## config.mk

```make
export PLATFORM = sky130hd
export DESIGN_NAME = uart_tx_buffered
export DESIGN_NICKNAME = d
export VERILOG_FILES = /design/src/rtl/uart_pkg.sv /design/src/rtl/uart_tx_fifo.sv /design/src/rtl/uart_tx_buffered.sv
export SDC_FILE = /design/constraint.sdc
export NUM_CORES = 1
export LEC_CHECK = 0
export ABC_AREA = 1
export CORE_UTILIZATION = 30
export CTS_CLUSTER_SIZE = 30
export DETAILED_ROUTE_END_ITERATION = 8
export DONT_BUFFER_PORTS = 1
export GPL_TIMING_DRIVEN = 0
export SLEW_MARGIN = 25
export SYNTH_ARGS = -nofsm -noshare
export SYNTH_HDL_FRONTEND = slang
export SYNTH_HIERARCHICAL = 1
export SYNTH_SLANG_ARGS = --single-unit
```

## constraint.sdc

```tcl
create_clock -name Clk -period 1.94 [get_ports Clk]
set_input_delay 0.582 -clock Clk [delete_from_list [all_inputs] [get_ports Clk]]
set_output_delay 0.582 -clock Clk [all_outputs]
set_load 0.005 [all_outputs]
```

## src/rtl/uart_pkg.sv

```systemverilog
// Shared UART definitions: transmitter FSM encoding, data width, bit-period helper.
package uart_pkg;

   localparam int DATA_W = 8;

   typedef enum logic [2:0] {
      ST_IDLE,
      ST_START,
      ST_DATA,
      ST_PARITY,
      ST_STOP
   } tx_state_t;

   // Integer truncation is intentional; the receiver uses the same rounding.
   function automatic int clks_per_bit(input int clk_hz, input int baud);
      return clk_hz / baud;
   endfunction

endpackage

```

## src/rtl/uart_tx_fifo.sv

```systemverilog
// Synchronous circular-buffer FIFO; combinational head read, registered count.
// Simultaneous push/pop leaves the count unchanged; the caller never pushes when full.
module uart_tx_fifo #(
   parameter int DEPTH = 4,
   parameter int WIDTH = 8
) (
   input  logic                       clk,
   input  logic                       reset,
   input  logic                       push,
   input  logic [WIDTH-1:0]           push_data,
   input  logic                       pop,
   output logic [WIDTH-1:0]           pop_data,
   output logic                       full,
   output logic                       empty,
   output logic [$clog2(DEPTH):0]     count
);

   localparam int AW = $clog2(DEPTH);
   localparam int CW = AW + 1;

   logic [WIDTH-1:0] mem [DEPTH];
   logic [AW-1:0]    wr_ptr;
   logic [AW-1:0]    rd_ptr;

   assign pop_data = mem[rd_ptr];
   assign full     = (count == CW'(DEPTH));
   assign empty    = (count == '0);

   always_ff @(posedge clk) begin
      if (push) begin
         mem[wr_ptr] <= push_data;
      end
   end

   // Power-of-two depth lets the pointers wrap by natural overflow.
   always_ff @(posedge clk) begin
      if (reset) begin
         wr_ptr <= '0;
         rd_ptr <= '0;
         count  <= '0;
      end else begin
         if (push) wr_ptr <= wr_ptr + 1'b1;
         if (pop)  rd_ptr <= rd_ptr + 1'b1;
         case ({push, pop})
            2'b10:   count <= count + 1'b1;
            2'b01:   count <= count - 1'b1;
            default: count <= count;
         endcase
      end
   end

endmodule

```

## src/rtl/uart_tx_buffered.sv

```systemverilog
// Buffered 8N1 UART transmitter, start bit 2 cycles after accept; TxReady low while FIFO full.
// Define UART_TX_PARITY_EN to insert an even-parity bit between data and stop.
module uart_tx_buffered
   import uart_pkg::*;
#(
   parameter int CLK_FREQ_HZ = 100000000,
   parameter int BAUD_RATE   = 115200,
   parameter int FIFO_DEPTH  = 4
) (
   input  logic                          Clk,
   input  logic                          Reset,
   input  logic [7:0]                    TxData,
   input  logic                          TxValid,
   output logic                          TxReady,
   output logic                          Tx,
   output logic                          Busy,
   output logic [$clog2(FIFO_DEPTH):0]   FifoCount
);

   localparam int CPB   = clks_per_bit(CLK_FREQ_HZ, BAUD_RATE);
   localparam int CNT_W = $clog2(CPB);
   localparam logic [CNT_W-1:0] BIT_LAST = CNT_W'(CPB - 1);

   tx_state_t          state;
   tx_state_t          state_nxt;
   logic [CNT_W-1:0]   baud_cnt;
   logic [CNT_W-1:0]   baud_nxt;
   logic [2:0]         bit_idx;
   logic [2:0]         idx_nxt;
   logic [DATA_W-1:0]  shift;
   logic [DATA_W-1:0]  shift_nxt;
   logic [DATA_W-1:0]  head;
   logic               tx_nxt;
   logic               push;
   logic               pop;
   logic               full;
   logic               empty;
   logic               bit_end;

   assign push    = TxValid && TxReady;
   assign TxReady = !full;
   assign Busy    = (state != ST_IDLE) || !empty;
   assign bit_end = (baud_cnt == BIT_LAST);

   uart_tx_fifo #(
      .DEPTH (FIFO_DEPTH),
      .WIDTH (DATA_W)
   ) u_fifo (
      .clk       (Clk),
      .reset     (Reset),
      .push      (push),
      .push_data (TxData),
      .pop       (pop),
      .pop_data  (head),
      .full      (full),
      .empty     (empty),
      .count     (FifoCount)
   );

`ifdef UART_TX_PARITY_EN
   logic parity_bit;

   always_ff @(posedge Clk) begin
      if (Reset) begin
         parity_bit <= 1'b0;
      end else if (pop) begin
         parity_bit <= ^head;
      end
   end
`endif

   // Tx is registered from the current state, so the line trails the FSM by one cycle.
   always_comb begin
      state_nxt = state;
      baud_nxt  = baud_cnt;
      idx_nxt   = bit_idx;
      shift_nxt = shift;
      pop       = 1'b0;
      tx_nxt    = 1'b1;
      if (state != ST_IDLE) begin
         baud_nxt = bit_end ? '0 : baud_cnt + 1'b1;
      end
      case (state)
         ST_IDLE: begin
            if (!empty) begin
               pop       = 1'b1;
               shift_nxt = head;
               baud_nxt  = '0;
               state_nxt = ST_START;
            end
         end
         ST_START: begin
            tx_nxt = 1'b0;
            if (bit_end) begin
               idx_nxt   = '0;
               state_nxt = ST_DATA;
            end
         end
         ST_DATA: begin
            tx_nxt = shift[0];
            if (bit_end) begin
               shift_nxt = shift >> 1;
               idx_nxt   = bit_idx + 1'b1;
               if (bit_idx == 3'd7) begin
`ifdef UART_TX_PARITY_EN
                  state_nxt = ST_PARITY;
`else
                  state_nxt = ST_STOP;
`endif
               end
            end
         end
`ifdef UART_TX_PARITY_EN
         ST_PARITY: begin
            tx_nxt = parity_bit;
            if (bit_end) begin
               state_nxt = ST_STOP;
            end
         end
`endif
         ST_STOP: begin
            if (bit_end) begin
               if (!empty) begin
                  pop       = 1'b1;
                  shift_nxt = head;
                  state_nxt = ST_START;
               end else begin
                  state_nxt = ST_IDLE;
               end
            end
         end
         default: state_nxt = ST_IDLE;
      endcase
   end

   always_ff @(posedge Clk) begin
      if (Reset) begin
         state    <= ST_IDLE;
         baud_cnt <= '0;
         bit_idx  <= '0;
         shift    <= '0;
         Tx       <= 1'b1;
      end else begin
         state    <= state_nxt;
         baud_cnt <= baud_nxt;
         bit_idx  <= idx_nxt;
         shift    <= shift_nxt;
         Tx       <= tx_nxt;
      end
   end

endmodule

```

**Yosys cells after proc, flatten, opt, wreduce, memory -nomap -nowiden**

Memories as Yosys holds them, arrays and structs flattened. A register that Yosys moved wholly into a read port is not among the register bits.
Index checks and enable logic that the tools add are counted.

- Register bits after elaboration: 32
- Latch bits: 0
- Memory bits (writable): 32
- ROM bits: 0
- Bits of input ports: 11
- Output and inout port bits: 6
- Word-level logic and storage cells: 68
- Memories: 1

Memories:

| name | words | width | read ports | clocked after memory_dff | write ports | RTL line | source |
|---|---|---|---|---|---|---|---|
| u_fifo.mem | 4 | 8 | 1 | 1 | 1 | uart_tx_fifo.sv:21 | `logic [WIDTH-1:0] mem [DEPTH];` |

- $add $sub $neg: 6
- Multiply operators: 0
- Divide/modulo/power cells: 0
- $lt $le $gt $ge: 0
- Equality and inequality tests: 13
- Shifts and indexed selects: 0
- Multiplexer cells: 27
- Bitwise logic cells: 0
- Reduce and logical (&&, ||, !) cells: 13

Operators by type and width:

| kind | count |
|---|---|
| 10-bit 2-to-1 mux | 4 |
| 8-bit 2-to-1 mux | 3 |
| 8-bit case mux with 3 select lines | 1 |
| 3-bit 2-to-1 mux | 7 |
| 3-bit case mux with 2 select lines | 2 |
| 3-bit case mux with 4 select lines | 1 |
| 10-bit by 1-bit adder with 10-bit output, second input constant | 1 |
| 10-bit equality test, second input constant | 1 |
| 2-bit inequality test, second input constant | 5 |
| 3-bit equality test, second input constant | 3 |
| 3-bit by 1-bit adder with 3-bit output, second input constant | 2 |
| 3-bit logical NOT | 2 |
| 3-bit AND reduction | 2 |
| 3-bit nonzero test | 2 |
| 1-bit 2-to-1 mux | 5 |
| 5-bit AND reduction | 1 |
| 2-bit by 1-bit adder with 2-bit output, second input constant | 2 |
| 2-bit 2-to-1 mux | 2 |
| 1-bit case mux with 2 select lines | 2 |
| 2-bit nonzero test | 2 |
| 3-bit by 1-bit equality test with 1-bit output, second input constant | 1 |
| 3-bit by 2-bit equality test with 1-bit output, second input constant | 1 |
| 3-bit by 1-bit subtractor with 3-bit output, second input constant | 1 |
| 2-bit by 1-bit equality test with 1-bit output, second input constant | 1 |
| 4 further kinds | 5 |

**Depth between registers and ports, before layout**

Gate-level depths: netlist of the first run.

- Depth in word-level cells: 6
- Mapped depth: 14

**Hierarchy**

The synthesis of the first run kept the hierarchy.

By module, submodules not included:

| module | instances | cells an instance | area an instance (sq um) |
|---|---|---|---|
| uart_tx_fifo | 1 | 134 | 1637.8 |
| uart_tx_buffered | 1 | 188 | 1268.7 |

**Worst setup path after synthesis of the first run**

Ideal clock, no wire load.

- Path kind: register to register
- Start: register baud_cnt[0]
- End: register u_fifo.count[2]
- Library setup time: 0.110 ns
- Arrival: 1.948 ns
- Data required time: 1.830 ns
- Slack: -0.118 ns
- Stages on the path, launching flop included: 15
- Clock period less this slack: 2.058 ns
- Cells stage by stage: dfxtp_1 ha_1 nand2_1 nor2_1 nand3_2 a21oi_1 ha_1 inv_1 fa_1 inv_1 nand2_1 nand3_1 nand2_1 inv_1 nor2_1

- Longest elaborated chain between the ends: 5
- Elaborated cells on any way between the ends: 7

RTL lines:

| element | RTL line | source |
|---|---|---|
| from (decl) | uart_tx_buffered.sv:26 | `logic [CNT_W-1:0] baud_cnt;` |
| from (signal assigned) | uart_tx_buffered.sv:145 | `baud_cnt <= baud_nxt;` |
| 10-bit equality test * | uart_tx_buffered.sv:43 | `assign bit_end = (baud_cnt == BIT_LAST);` |
| 1-bit 2-to-1 mux * | uart_tx_buffered.sv:122 | `if (bit_end) begin` |
| 1-bit case mux with 2 select lines * | uart_tx_buffered.sv:83 | `case (state)` |
| via pop | uart_tx_buffered.sv:35 | `logic pop;` |
| 2-bit by 1-bit equality test with 1-bit output or 2-bit equality test (tied branches) | uart_tx_fifo.sv:44 | `case ({push, pop})` |
| 3-bit case mux with 2 select lines or 2-bit nonzero test (tied branches) | n/a |  |
| to (signal assigned) | uart_tx_fifo.sv:45 | `2'b10: count <= count + 1'b1;` |
| to (signal assigned) | uart_tx_fifo.sv:46 | `2'b01: count <= count - 1'b1;` |
| to (signal assigned) | uart_tx_fifo.sv:47 | `default: count <= count;` |
| to (decl) | uart_tx_fifo.sv:15 | `output logic [$clog2(DEPTH):0] count` |

Mark *: on every way through the listed nets, which the timed path passes. The rest lies on a longest branch.
A chain may end at the register's enable or synchronous reset.

**Worst setup path in the final report of the first run**

Same ends and word-level chain as after synthesis.

==> results of run 1 <==
[worst max-delay path by stage]
stage,start,end,depth (start not counted)
3_5_place_dp,baud_cnt[0],u_fifo/count[2],14
5_1_grt,baud_cnt[0],u_fifo/count[2],13
3_3_place_gp,baud_cnt[0],u_fifo/count[2],14
4_1_cts,baud_cnt[0],u_fifo/count[2],14
2_1_floorplan,baud_cnt[1],u_fifo/count[2],14
6_report,baud_cnt[0],u_fifo/count[2],12
[what timing repair did]
action,CTS,global route
pin swaps,5,5
setup endpoints to repair,2,3
hold endpoints to repair,0,0
buffers inserted,4,1
resized for setup,5,6
[logic make-up (layout without fill, tap and decap cells)]
kind of cell	Yosys count	after routing	share of synthesized area, %
AND/OR/NAND/NOR	114	114	16.9
AO/OA/AOI/OAI	83	83	15.3
flip-flops	66	66	56.5
buffers and inverters	50	71	7.15
adder cells (fa/ha/maj)	9	9	4.13
[worst max-delay path, stage by stage, from the launching register on]
cell and delay, ns:
dfxtp_4 0.36, ha_4 0.13, nand2_1 0.05, nor2_1 0.12, nand3_2 0.12, a21oi_4 0.24, ha_4 0.17, inv_2 0.04
fa_2 0.35, nand2_2 0.08, nand4_1 0.09, nand2_1 0.08, nor2_1 0.04
[registers in the layout (all words and copies together), names as in the netlist, named ones only]
register and count:
u_fifo/rd_ptr 2, u_fifo/count 3, u_fifo/wr_ptr 2, baud_cnt 10
Tx 1, u_fifo/mem 32, bit_idx 3, state 3
shift 8
[final cells by class]
class	count	area, sq um	share of cell area [%]
plain buffers	6	42.5	1.25
clock buffers	9	124	3.65
clock inverters	7	103	3.02
inverters	44	165	4.87
multi-input cells	206	1110	32.8
flip-flops and latches	66	1650	48.6
well taps	129	161	4.76
repair buffers	5	37.5	1.11
[synth_stat cells (all sizes together)]
cell type / number / area, sq um
buf: 4 / 35.0
nand4: 3 / 18.8
fa: 1 / 20.0
o21bai: 2 / 15.0
dfxtp: 34 / 681
edfxtp: 32 / 961
nand2: 56 / 215
a21oi: 25 / 125
inv: 44 / 165
or2: 1 / 6.26
nand3b: 1 / 20.0
o22ai: 10 / 62.6
ha: 8 / 100
nand3: 9 / 50.1
o21ai: 44 / 228
clkbuf: 2 / 7.51
and2: 1 / 6.26
nor3: 3 / 15.0
nor2: 40 / 160
o21a: 2 / 15.0
[routing by layer]
| metal | up-vias | GRT usage (%) |
|---|---|---|
| met3 | 13 | 4.25 |
| met1 | 1002 | 16.3 |
| met4 | 0 | 7.69 |
| li1 | 1108 | - |
| met2 | 39 | 20.8 |
| met5 | - | 0 |
[through the flow]
| step | cell area, sq um | setup WS, ns | total power (W) | instances | util [%] |
|---|---|---|---|---|---|
| 2_1_floorplan | 2930 | 0.00365 | 0.00311 | 322 | - |
| 3_3_place_gp | 3090 | -0.189 | 0.00348 | 451 | 33.1 |
| 3_5_place_dp | 3090 | -0.215 | 0.00353 | 451 | 33.1 |
| 4_1_cts | 3370 | -0.00171 | 0.00491 | 471 | 36.2 |
| 5_1_grt | 3390 | -0.127 | 0.00531 | 472 | 36.4 |
| 6_report | 3390 | -0.0186 | 0.00491 | 472 | 36.4 |
[report_power, final]
part | switching (W) | total [W] | internal, W | leakage, nW
clock network | 0.000555 | 0.00129 | 0.000734 | 0.110
logic | 0.00113 | 0.00174 | 0.000613 | 0.653
registers | 0.000163 | 0.00188 | 0.00172 | 0.574
==> reports/summary.txt, run 1 <==
Max layer used -> met4
Total GRT Usage -> 13.4%
Final wirelength -> 5880 um
Max cap viols -> 0
Clock transition at path regs -> 0.08 ns
Min Hold Slack -> 0.328 ns
Fin. max-slew vios -> 0
Failing checks -> negative setup slack
Layout Nets -> 358
Die X -> 100 um
# clock sinks -> 66
Max Freq -> 511 MHz
VDD IR max -> 889 uV
Hold Crit Depth -> 0
Post-synthesis register bit count -> 66
Vias post-DR -> 2162
Largest net degree at the start of global routing -> 14
PD cells -> 1450 nW/um^2
DRT iter0 DRCs -> 135
H-tree depth reported by CTS -> 3
Fin crit period -> 1.96 ns
Vias per cell -> 4.58
Setup slack, reg-to-reg -> -0.02 ns
Post-Syn Area per Cell -> 9.03 sq um
First-pass GRT wire length -> 10200 um
Clk_skew -> 0.0115 ns
Hold path endpoint -> u_fifo/mem[0][0]
Final worst-path cycle share -> 101%
Relative slew margins -> 64.2%
Initial antenna violation count -> 0
RSZ-0062 raised after global routing -> true
P_leak -> 1.34 nW
Critical path required time -> 2.18 ns
M1 WL -> 2820 um
DR pass1 iterations -> 4
Synth Net Count -> 342
Post-synth cell types -> 28
Initial core utilization -> 31.2%
Port buffer count -> 0
Setup crit end kind -> flip-flop
RR Endpoint -> u_fifo/count[2]
N_diodes -> 0
Core ar. -> 9330 sq um
Register area share after synthesis -> 56.5%
Die H -> 100 um
Commonest non-fill, non-tap cell in the layout -> nand2_1
RePlAce Congestion -> 0.823
Area grow syn2layout -> 16.7%
GRT overflow -> 0
CTS Buf Count -> 9
Setup TNS -> -0.0186 ns
Fillers -> 930
Slew @ Worst Pin -> 0.533 ns
Final WS setup -> -0.0186 ns
Ys Warns -> 6
Reg-to-Reg Start -> baud_cnt[0]
WL/cell -> 12.5 um
Crit path arrival time -> 2.20 ns
Routed wl met2 -> 2680 um
DRC Markers -> 0
CTS max path bufs -> 2
Metal3 WL -> 216 um
Vias in the first global route -> 2210
Worst hold path type -> in -> reg
CTS tree -> done
FP Rows -> 35
CTS root buffer -> clkbuf_8
HPWL Detailed -> 4000 um
Worst hold start -> TxData[0]
CP Launch Type -> flip-flop
Clock Latency Late Sink -> 0.34 ns
Share of cells above drive strength 1 -> 15.7%
Fin. Hold Viols -> 0
CP max FO -> 4
Final Setup Violations -> 1
Post-Syn Instances -> 322
R2R cell count -> 12
Status -> finished with violations
Post-Syn Area -> 2910 sq um
Critical path start-end classification -> reg -> reg
Hold-fix buffers, CTS -> 0
Final ANT Viol Nets -> 0
Die area -> 10100 sq um
Num ports -> 17
Most frequent cells in the layout -> 52 x nand2_1, 37 x inv_1, 36 x nor2_1
Note: power is estimated with default switching activity, not from simulation.
==> run 2, diff against run 1 <==
CORE_UTILIZATION = 45   (was 30)
==> run 2 against run 1 <==
  * The run still ends with negative setup slack left
  * Final area fell by 2.4%
  * Die area fell by 33%
  * Count of clock-buffer cells in the layout is the same
  * First-iteration DRC count down 45%
  * Sequential power hardly changed
  * Setup slack got worse by 0.0084 ns
  * Clock skew shrank 0.0021 ns
  * Total power shrank 3.0%
  * Critical path depth increased by 2
  * Via count grew 0.32%
==> reports/summary.txt, run 2 (synthesized netlist as in run 1, its figures left out) <==
Core Util, Final -> 54.6%
Setup TNS -> -0.0270 ns
CTS Buf Count -> 9
N_diodes -> 0
Die X -> 82.4 um
Fin crit period -> 1.97 ns
CTS root buffer -> clkbuf_8
Initial antenna violation count -> 0
Seq. cell area -> 1650 sq um
Die area -> 6780 sq um
Final wirelength -> 5560 um
Worst hold path type -> in -> reg
Fin. max-slew vios -> 0
Buf/Inv on CP -> 3
CP Launch Type -> flip-flop
Final worst-path cycle share -> 101%
CP max FO -> 3
Failing checks -> negative setup slack
Largest stage delay on the critical path -> 0.36 ns
VDD IR max -> 805 uV
Commonest non-fill, non-tap cell in the layout -> nand2_1
Port buffer count -> 0
Critical path start-end classification -> reg -> reg
Status -> finished with violations
H-tree depth reported by CTS -> 3
Crit path arrival time -> 2.22 ns
Num ports -> 17
Fillers -> 571
Critical path required time -> 2.19 ns
Total GRT Usage -> 19.1%
Max cap viols -> 0
Layout Nets -> 359
Final WS setup -> -0.0270 ns
Fin. Hold Viols -> 0
Setup crit end kind -> flip-flop
DP Worst Slack -> -0.193 ns
Clock transition at path regs -> 0.08 ns
Worst path depth -> 14
DRT iter0 DRCs -> 74
CTS max path bufs -> 2
Number of flip-flops in the largest register -> 32
Max Freq -> 508 MHz
RePlAce Congestion -> 0.796
CP Cell Sequence -> ha_4 > nand2_2 > nor2_2 > nand3_2 > a21oi_4 > ha_2 > inv_2 > fa_2 > inv_1 > nand2_1 > nand3_1 > nand2_1 > inv_1 > nor2_1
Relative slew margins -> 65.3%
Hold-fix buffers, CTS -> 0
Final ANT Viol Nets -> 0
Final Setup Violations -> 1
Share of cells above drive strength 1 -> 16.6%
Vias post-DR -> 2169
Largest net degree at the start of global routing -> 14
Most frequent cells in the layout -> 52 x nand2_1, 39 x inv_1, 34 x nor2_1, 34 x o21ai_0, 32 x edfxtp_1
Slowest library cell on the worst path -> dfxtp_4
Clock Latency Late Sink -> 0.35 ns
Die H -> 82.4 um
Initial core utilization -> 48.0%
Slew @ Worst Pin -> 0.517 ns
Most flops, register -> u_fifo/mem
HPWL Detailed -> 3750 um
First-pass GRT wire length -> 9300 um
Area grow syn2layout -> 13.9%
WL/cell -> 13.3 um
Vias in the first global route -> 2027
DRC Markers -> 0
# clock sinks -> 66
Cell family with the largest share of critical-path delay -> adder cells
Top Registers -> u_fifo/mem: 32 flops, baud_cnt: 10 flops, shift: 8 flops
P_leak -> 1.33 nW
PD cells -> 1440 nW/um^2
Vias per cell -> 5.18
RSZ-0062 raised after global routing -> true
Area taken by multi-input logic gates -> 1110 sq um
Clk_skew -> 0.00937 ns
CTS tree -> done
Hold Crit Depth -> 0
FP Rows -> 28
DR pass1 iterations -> 4
Pwr Total -> 0.00476 W
GRT overflow -> 0
R2R cell count -> 14
Core ar. -> 6060 sq um
-- run 2: cell types whose count changed in the layout (fill, tap and decap cells not counted), sizes merged --
cell	previous run	this run
clkinvlp	1	3
buf	9	10
bufinv	2	1
clkinv	3	2
-- run 2: worst reg2reg max path: stages (launching register included) --
cell	delay (ns)
dfxtp_4	0.36
ha_4	0.14
nand2_2	0.05
nor2_2	0.09
nand3_2	0.13
a21oi_4	0.19
ha_2	0.20
inv_2	0.05
fa_2	0.36
inv_1	0.06
nand2_1	0.06
nand3_1	0.07
nand2_1	0.05
inv_1	0.04
nor2_1	0.03
-- run 2: final cells by class --
cell class / count / area share [%]
repair buffers: 6 / 1.36
plain buffers: 6 / 1.28
inverters: 44 / 4.99
multi-input cells: 206 / 33.6
clock buffers: 9 / 3.74
clock inverters: 7 / 2.38
flip-flops and latches: 66 / 49.8
well taps: 75 / 2.83
-- run 2: worst paths after layout --
kind                                        from                to  slack (ns)
worst max register to register       baud_cnt[0]   u_fifo/count[2]       -0.03
worst min register to register  u_fifo/rd_ptr[1]  u_fifo/rd_ptr[1]        0.44
worst max-delay path                 baud_cnt[0]   u_fifo/count[2]       -0.03
worst min-delay path                   TxData[3]  u_fifo/mem[2][3]        0.33
-- run 2: per-layer routing --
metal / part of all wire (%) / up-vias / global-route usage [%]
li1: - / 1112 / -
met1: 47 / 1009 / 23.3
met2: 46 / 38 / 30.2
met3: 5.5 / 10 / 8.35
met4: 1.6 / 0 / 6.32
met5: 0 / - / 0
-- run 2: timing repair --
item                                    in CTS  in global routing
gates cloned                                 0                  0
buffers inserted                             4                  2
pin swaps                                    1                  7
endpoints found under the setup margin       2                  3
gates resized for setup                      3                 10
-- run 2: through the flow --
| step | hold slack [ns] | instances | area [sq um] |
|---|---|---|---|
| 2_1_floorplan | 0.412 | 322 | 2930 |
| 6_report | 0.328 | 419 | 3310 |
| 5_1_grt | 0.300 | 419 | 3310 |
| 3_5_place_dp | 0.432 | 397 | 3020 |
| 4_1_cts | 0.310 | 417 | 3270 |
| 3_3_place_gp | 0.430 | 397 | 3020 |
-- run 2: report_power, final --
group	switching [W]	leakage, nW	internal [W]
clock network	0.000548	0.0921	0.000600
logic	0.00110	0.663	0.000638
registers	0.000164	0.575	0.00172
total	0.00181	1.33	0.00296
==> RTL edit 1, RTL diff (settings of run 1) <==
`shift` no longer has a reset.
--- a/src/rtl/uart_tx_buffered.sv
+++ b/src/rtl/uart_tx_buffered.sv
@@ -140,3 +140,2 @@
          bit_idx  <= '0;
-         shift    <= '0;
          Tx       <= 1'b1;
@@ -146,3 +145,2 @@
          bit_idx  <= idx_nxt;
-         shift    <= shift_nxt;
          Tx       <= tx_nxt;
@@ -151,2 +149,6 @@
 
+   always_ff @(posedge Clk) begin
+      shift <= shift_nxt;
+   end
+
 endmodule
Check against the original RTL: no difference found for any inputs over 10 cycles, from zero or initial values and one cycle with Reset high; that may be too few to reach the edited logic, so the function may still have changed.
==> RTL edit 1 against run 1 <==
- cell count up 0.85%
- count of clock-buffer cells in the layout unchanged
- worst setup slack better by 43 ps
- critical path depth increased by 4
- total power grew 2.2%
- hold slack better by 4.3 ps
- sequential cell count unchanged
- final area grew 4.2%
- routed wire length is 0.90% lower
- area after synthesis rose by 3.3%
- die area rose by 3.2%
- sequential power is 9% higher
- critical path type unchanged
- largest cell class unchanged
==> RTL edit 1: results (changes against run 1) <==
* Layout Nets at 359 (was 358)
* Hold Path End: u_fifo/mem[3][6] (was u_fifo/mem[0][0])
* Area of all sequential standard cells at 1740 um2 (was 1650 um2)
* Detailed router's first-iteration violation count at 85 (was 135)
* Via-to-Cell Ratio at 4.59 (was 4.58)
* Met1 layer wirelength in the final routing at 2.74 mm (was 2.82 mm)
* Hold wc startpoint: TxData[6] (was TxData[0])
* Worst Path Max Fanout at 2 (was 4)
* Main area contributors after synthesis: sky130_fd_sc_hd__edfxtp_1 40%, sky130_fd_sc_hd__dfxtp_1 17%, sky130_fd_sc_hd__nand2_1 7.9% (was sky130_fd_sc_hd__edfxtp_1 33%, sky130_fd_sc_hd__dfxtp_1 23%, sky130_fd_sc_hd__nand2_1 7.0%)
* Wire length of the first global-routing pass at 9.56 mm (was 10.2 mm)
* Data arrival time at the worst-slack endpoint at 2150 ps (was 2200 ps)
* Max Freq at 522 MHz (was 511 MHz)
* Maximum number of pins on one net before global-route repair at 12 (was 14)
* Fill cell total of the finished layout at 988 (was 930)
* Vias after detailed routing at 2185 (was 2162)
* Relative slew margins at 51.6% (was 64.2%)
* Weighted congestion reported at the end of routability-driven placement at 0.823 (about the same)
* Syn Nets at 340 (was 342)
* Post-synthesis compound-gate area fraction at 11.1% (was 15.3%)
* Number of distinct library cells after synthesis at 33 (was 28)
* Post-synthesis share of cell area spent on xor and xnor gates at 0.292% (was 0%)
* Final Hold Slack at 332 ps (was 328 ps)
* Number of cells after detailed placement at 453 (was 451)
* Post-synth EDFFs at 40 (was 32)
* Pre-CTS WS at -194 ps (was -215 ps)
* Leakage power figure at 1.35 nW (was 1.34 nW)
* Quantity of gates resized following cts at 17 (was 5)
* Via count of the first global-routing pass at 2004 (was 2210)
* Top post-synthesis cells by count: 63 x sky130_fd_sc_hd__nand2_1, 40 x sky130_fd_sc_hd__edfxtp_1, 36 x sky130_fd_sc_hd__nor2_1, 33 x sky130_fd_sc_hd__inv_1, 26 x sky130_fd_sc_hd__dfxtp_1 (was 54 x sky130_fd_sc_hd__nand2_1, 40 x sky130_fd_sc_hd__inv_1, 36 x sky130_fd_sc_hd__nor2_1, 34 x sky130_fd_sc_hd__dfxtp_1, 34 x sky130_fd_sc_hd__o21ai_0)
* Worst-case reg-to-reg path depth at 16 (was 12)
* Met1 global-route usage at 16.1% (was 16.3%)
* Aggregate global-route resource usage at 12.5% (was 13.4%)
* Synthesized instance count at 320 (was 322)
* Total routed wirelength at 5.83 mm (was 5.88 mm)
* Worst reg2reg setup slack at 20 ps (was -20 ps)
* Post-CTS setup repair buffer count at 7 (was 4)
* Peak supply drop at 0.625 mV (was 0.889 mV)
* Setup Skew at 9.66 ps (was 11.5 ps)
* Area of placed instances at 3190 um2 (was 3090 um2)
* Post-detailed-placement half-perimeter wirelength at 3.97 mm (was 4.00 mm)
* Outcome: finished, final reports clean (was finished, violations left)
* Metal3 WL at 257 um (was 216 um)
RTL edit 1: cell count changes after synthesis, sizes merged, moves of 7 or more:
| cell | before | now |
|---|---|---|
| nand3 | 9 | 23 |
| o21ai | 44 | 30 |
| edfxtp | 32 | 40 |
| dfxtp | 34 | 26 |
| a21oi | 25 | 18 |
| nand2 | 56 | 67 |
RTL edit 1: final cells by class:
type / instances / area share [%]
clock inverter: 6 / 2.34
tap: 133 / 4.71
sequential: 66 / 49.2
buffer: 4 / 0.885
inverter: 39 / 4.21
clock buffer: 9 / 3.50
timing repair buffer: 8 / 1.70
multi-input combinational: 211 / 33.5
RTL edit 1: report_power, final:
group          total, mW  switching, mW  internal [mW]
logic               1.75           1.10          0.648
clock network       1.22          0.507          0.709
registers           2.05          0.196           1.85
total               5.02           1.80           3.21
==> RTL edit 2, RTL diff (settings of run 1) <==
Without the edit above. Build with the macro `UART_TX_PARITY_EN` defined.
--- a/src/rtl/uart_tx_buffered.sv
+++ b/src/rtl/uart_tx_buffered.sv
@@ -2,2 +2,4 @@
 // Define UART_TX_PARITY_EN to insert an even-parity bit between data and stop.
+`define UART_TX_PARITY_EN
+
 module uart_tx_buffered
Behaviour: no difference found for any inputs over 10 cycles, from zero or initial values and one cycle with Reset high; that may be too few to reach the edited logic, so the function may still have changed.
==> RTL edit 2 against run 1 <==
- area after synthesis increased by 11%
- critical path depth unchanged
- total power up 15%
- worst setup slack improved by 60 ps
- sequential power up 4%
- first-iteration DRC count is 2.2% higher
- sequential cell count is 1 higher
- synthesized cell count up 22%
- fmax increased by 3.1%
- routed wire length rose by 11%
- final area is 11% higher
- critical path type unchanged
- largest power group is now combinational logic
==> RTL edit 2: results (changes against run 1) <==
* Top post-synthesis cells by count: 96 x sky130_fd_sc_hd__nand2_1, 57 x sky130_fd_sc_hd__nor2_1, 51 x sky130_fd_sc_hd__inv_1, 35 x sky130_fd_sc_hd__dfxtp_1, 32 x sky130_fd_sc_hd__edfxtp_1 (was 54 x sky130_fd_sc_hd__nand2_1, 40 x sky130_fd_sc_hd__inv_1, 36 x sky130_fd_sc_hd__nor2_1, 34 x sky130_fd_sc_hd__dfxtp_1, 34 x sky130_fd_sc_hd__o21ai_0)
* Layout Nets at 429 (was 358)
* Fraction of final layout cells with drive strength greater than 1 at 17.1% (was 15.7%)
* Via count of the first global-routing pass at 2377 (was 2210)
* Met1 global-route usage at 15.2% (was 16.3%)
* Leakage power figure at 1.58 nW (was 1.34 nW)
* Weighted congestion reported at the end of routability-driven placement at 0.781 (was 0.823)
* Outcome: finished, final reports clean (was finished, violations left)
* Number of cells traversed by the worst hold path at 1 (was 0)
* Met3 layer usage reported by global route at 3.09% (was 4.25%)
* Max Freq at 527 MHz (was 511 MHz)
* Synth Area in Adders at 3.74% (was 4.13%)
* Crit path max-delay family: simple AND/OR/NAND/NOR gates (was adder cells)
* Post-detailed-placement half-perimeter wirelength at 4.50 mm (was 4.00 mm)
* Area of placed instances at 3420 um2 (was 3090 um2)
* Start point of the critical path: u_fifo/count[0] (was baud_cnt[0])
* Data arrival time at the worst-slack endpoint at 2180 ps (was 2200 ps)
* Number of distinct library cells after synthesis at 29 (was 28)
* Post-synthesis share of cell area spent on xor and xnor gates at 0.818% (was 0%)
* Aggregate global-route resource usage at 12.5% (was 13.4%)
* Synthesized instance count at 392 (was 322)
* Switching share of power at 40.6% (was 37.6%)
* Post-synthesis sequential area ratio at 51.7% (was 56.5%)
* Pre-CTS WS at -264 ps (was -215 ps)
* Wire length of the first global-routing pass at 10.9 mm (was 10.2 mm)
* Measured slew at the worst slew-check pin at 513 ps (was 533 ps)
* Final Hold Slack at 302 ps (was 328 ps)
* Met2 Track Usage GR at 20.8% (about the same)
* Gate power share at 43.0% (was 35.5%)
* Layout Cells excl Fill at 550 (was 472)
* Metal3 WL at 265 um (was 216 um)
* Via-to-Cell Ratio at 4.57 (was 4.58)
[RTL edit 2: changes by cell type after synthesis, sizes merged, moves of 2 or more]
cell    change
o21a        -2
nand4       +2
o22ai       -2
nand3       +5
inv        +12
a21oi       -4
o21bai      -2
xor2        +2
o21ai       -8
nand2      +42
nor2       +20
[RTL edit 2: area by class of cell]
| cell class | count | area [um2] |
|---|---|---|
| Tap cell | 136 | 170 |
| Timing Repair Buffer | 7 | 52.6 |
| Clock inverter | 7 | 92.6 |
| Fill cell | 1050 | 6610 |
| Multi-Input combinational cell | 262 | 1380 |
| Sequential cell | 67 | 1680 |
| Inverter | 56 | 210 |
| Clock buffer | 9 | 124 |
| Buffer | 6 | 46.3 |
[RTL edit 2: timing repair]
| action | 4_1_cts | 5_1_grt |
|---|---|---|
| hold buffers | 0 | 0 |
| setup endpoints to repair | 2 | 4 |
| gates resized for setup | 7 | 17 |
| pin swaps | 5 | 2 |
| buffers inserted | 6 | 1 |
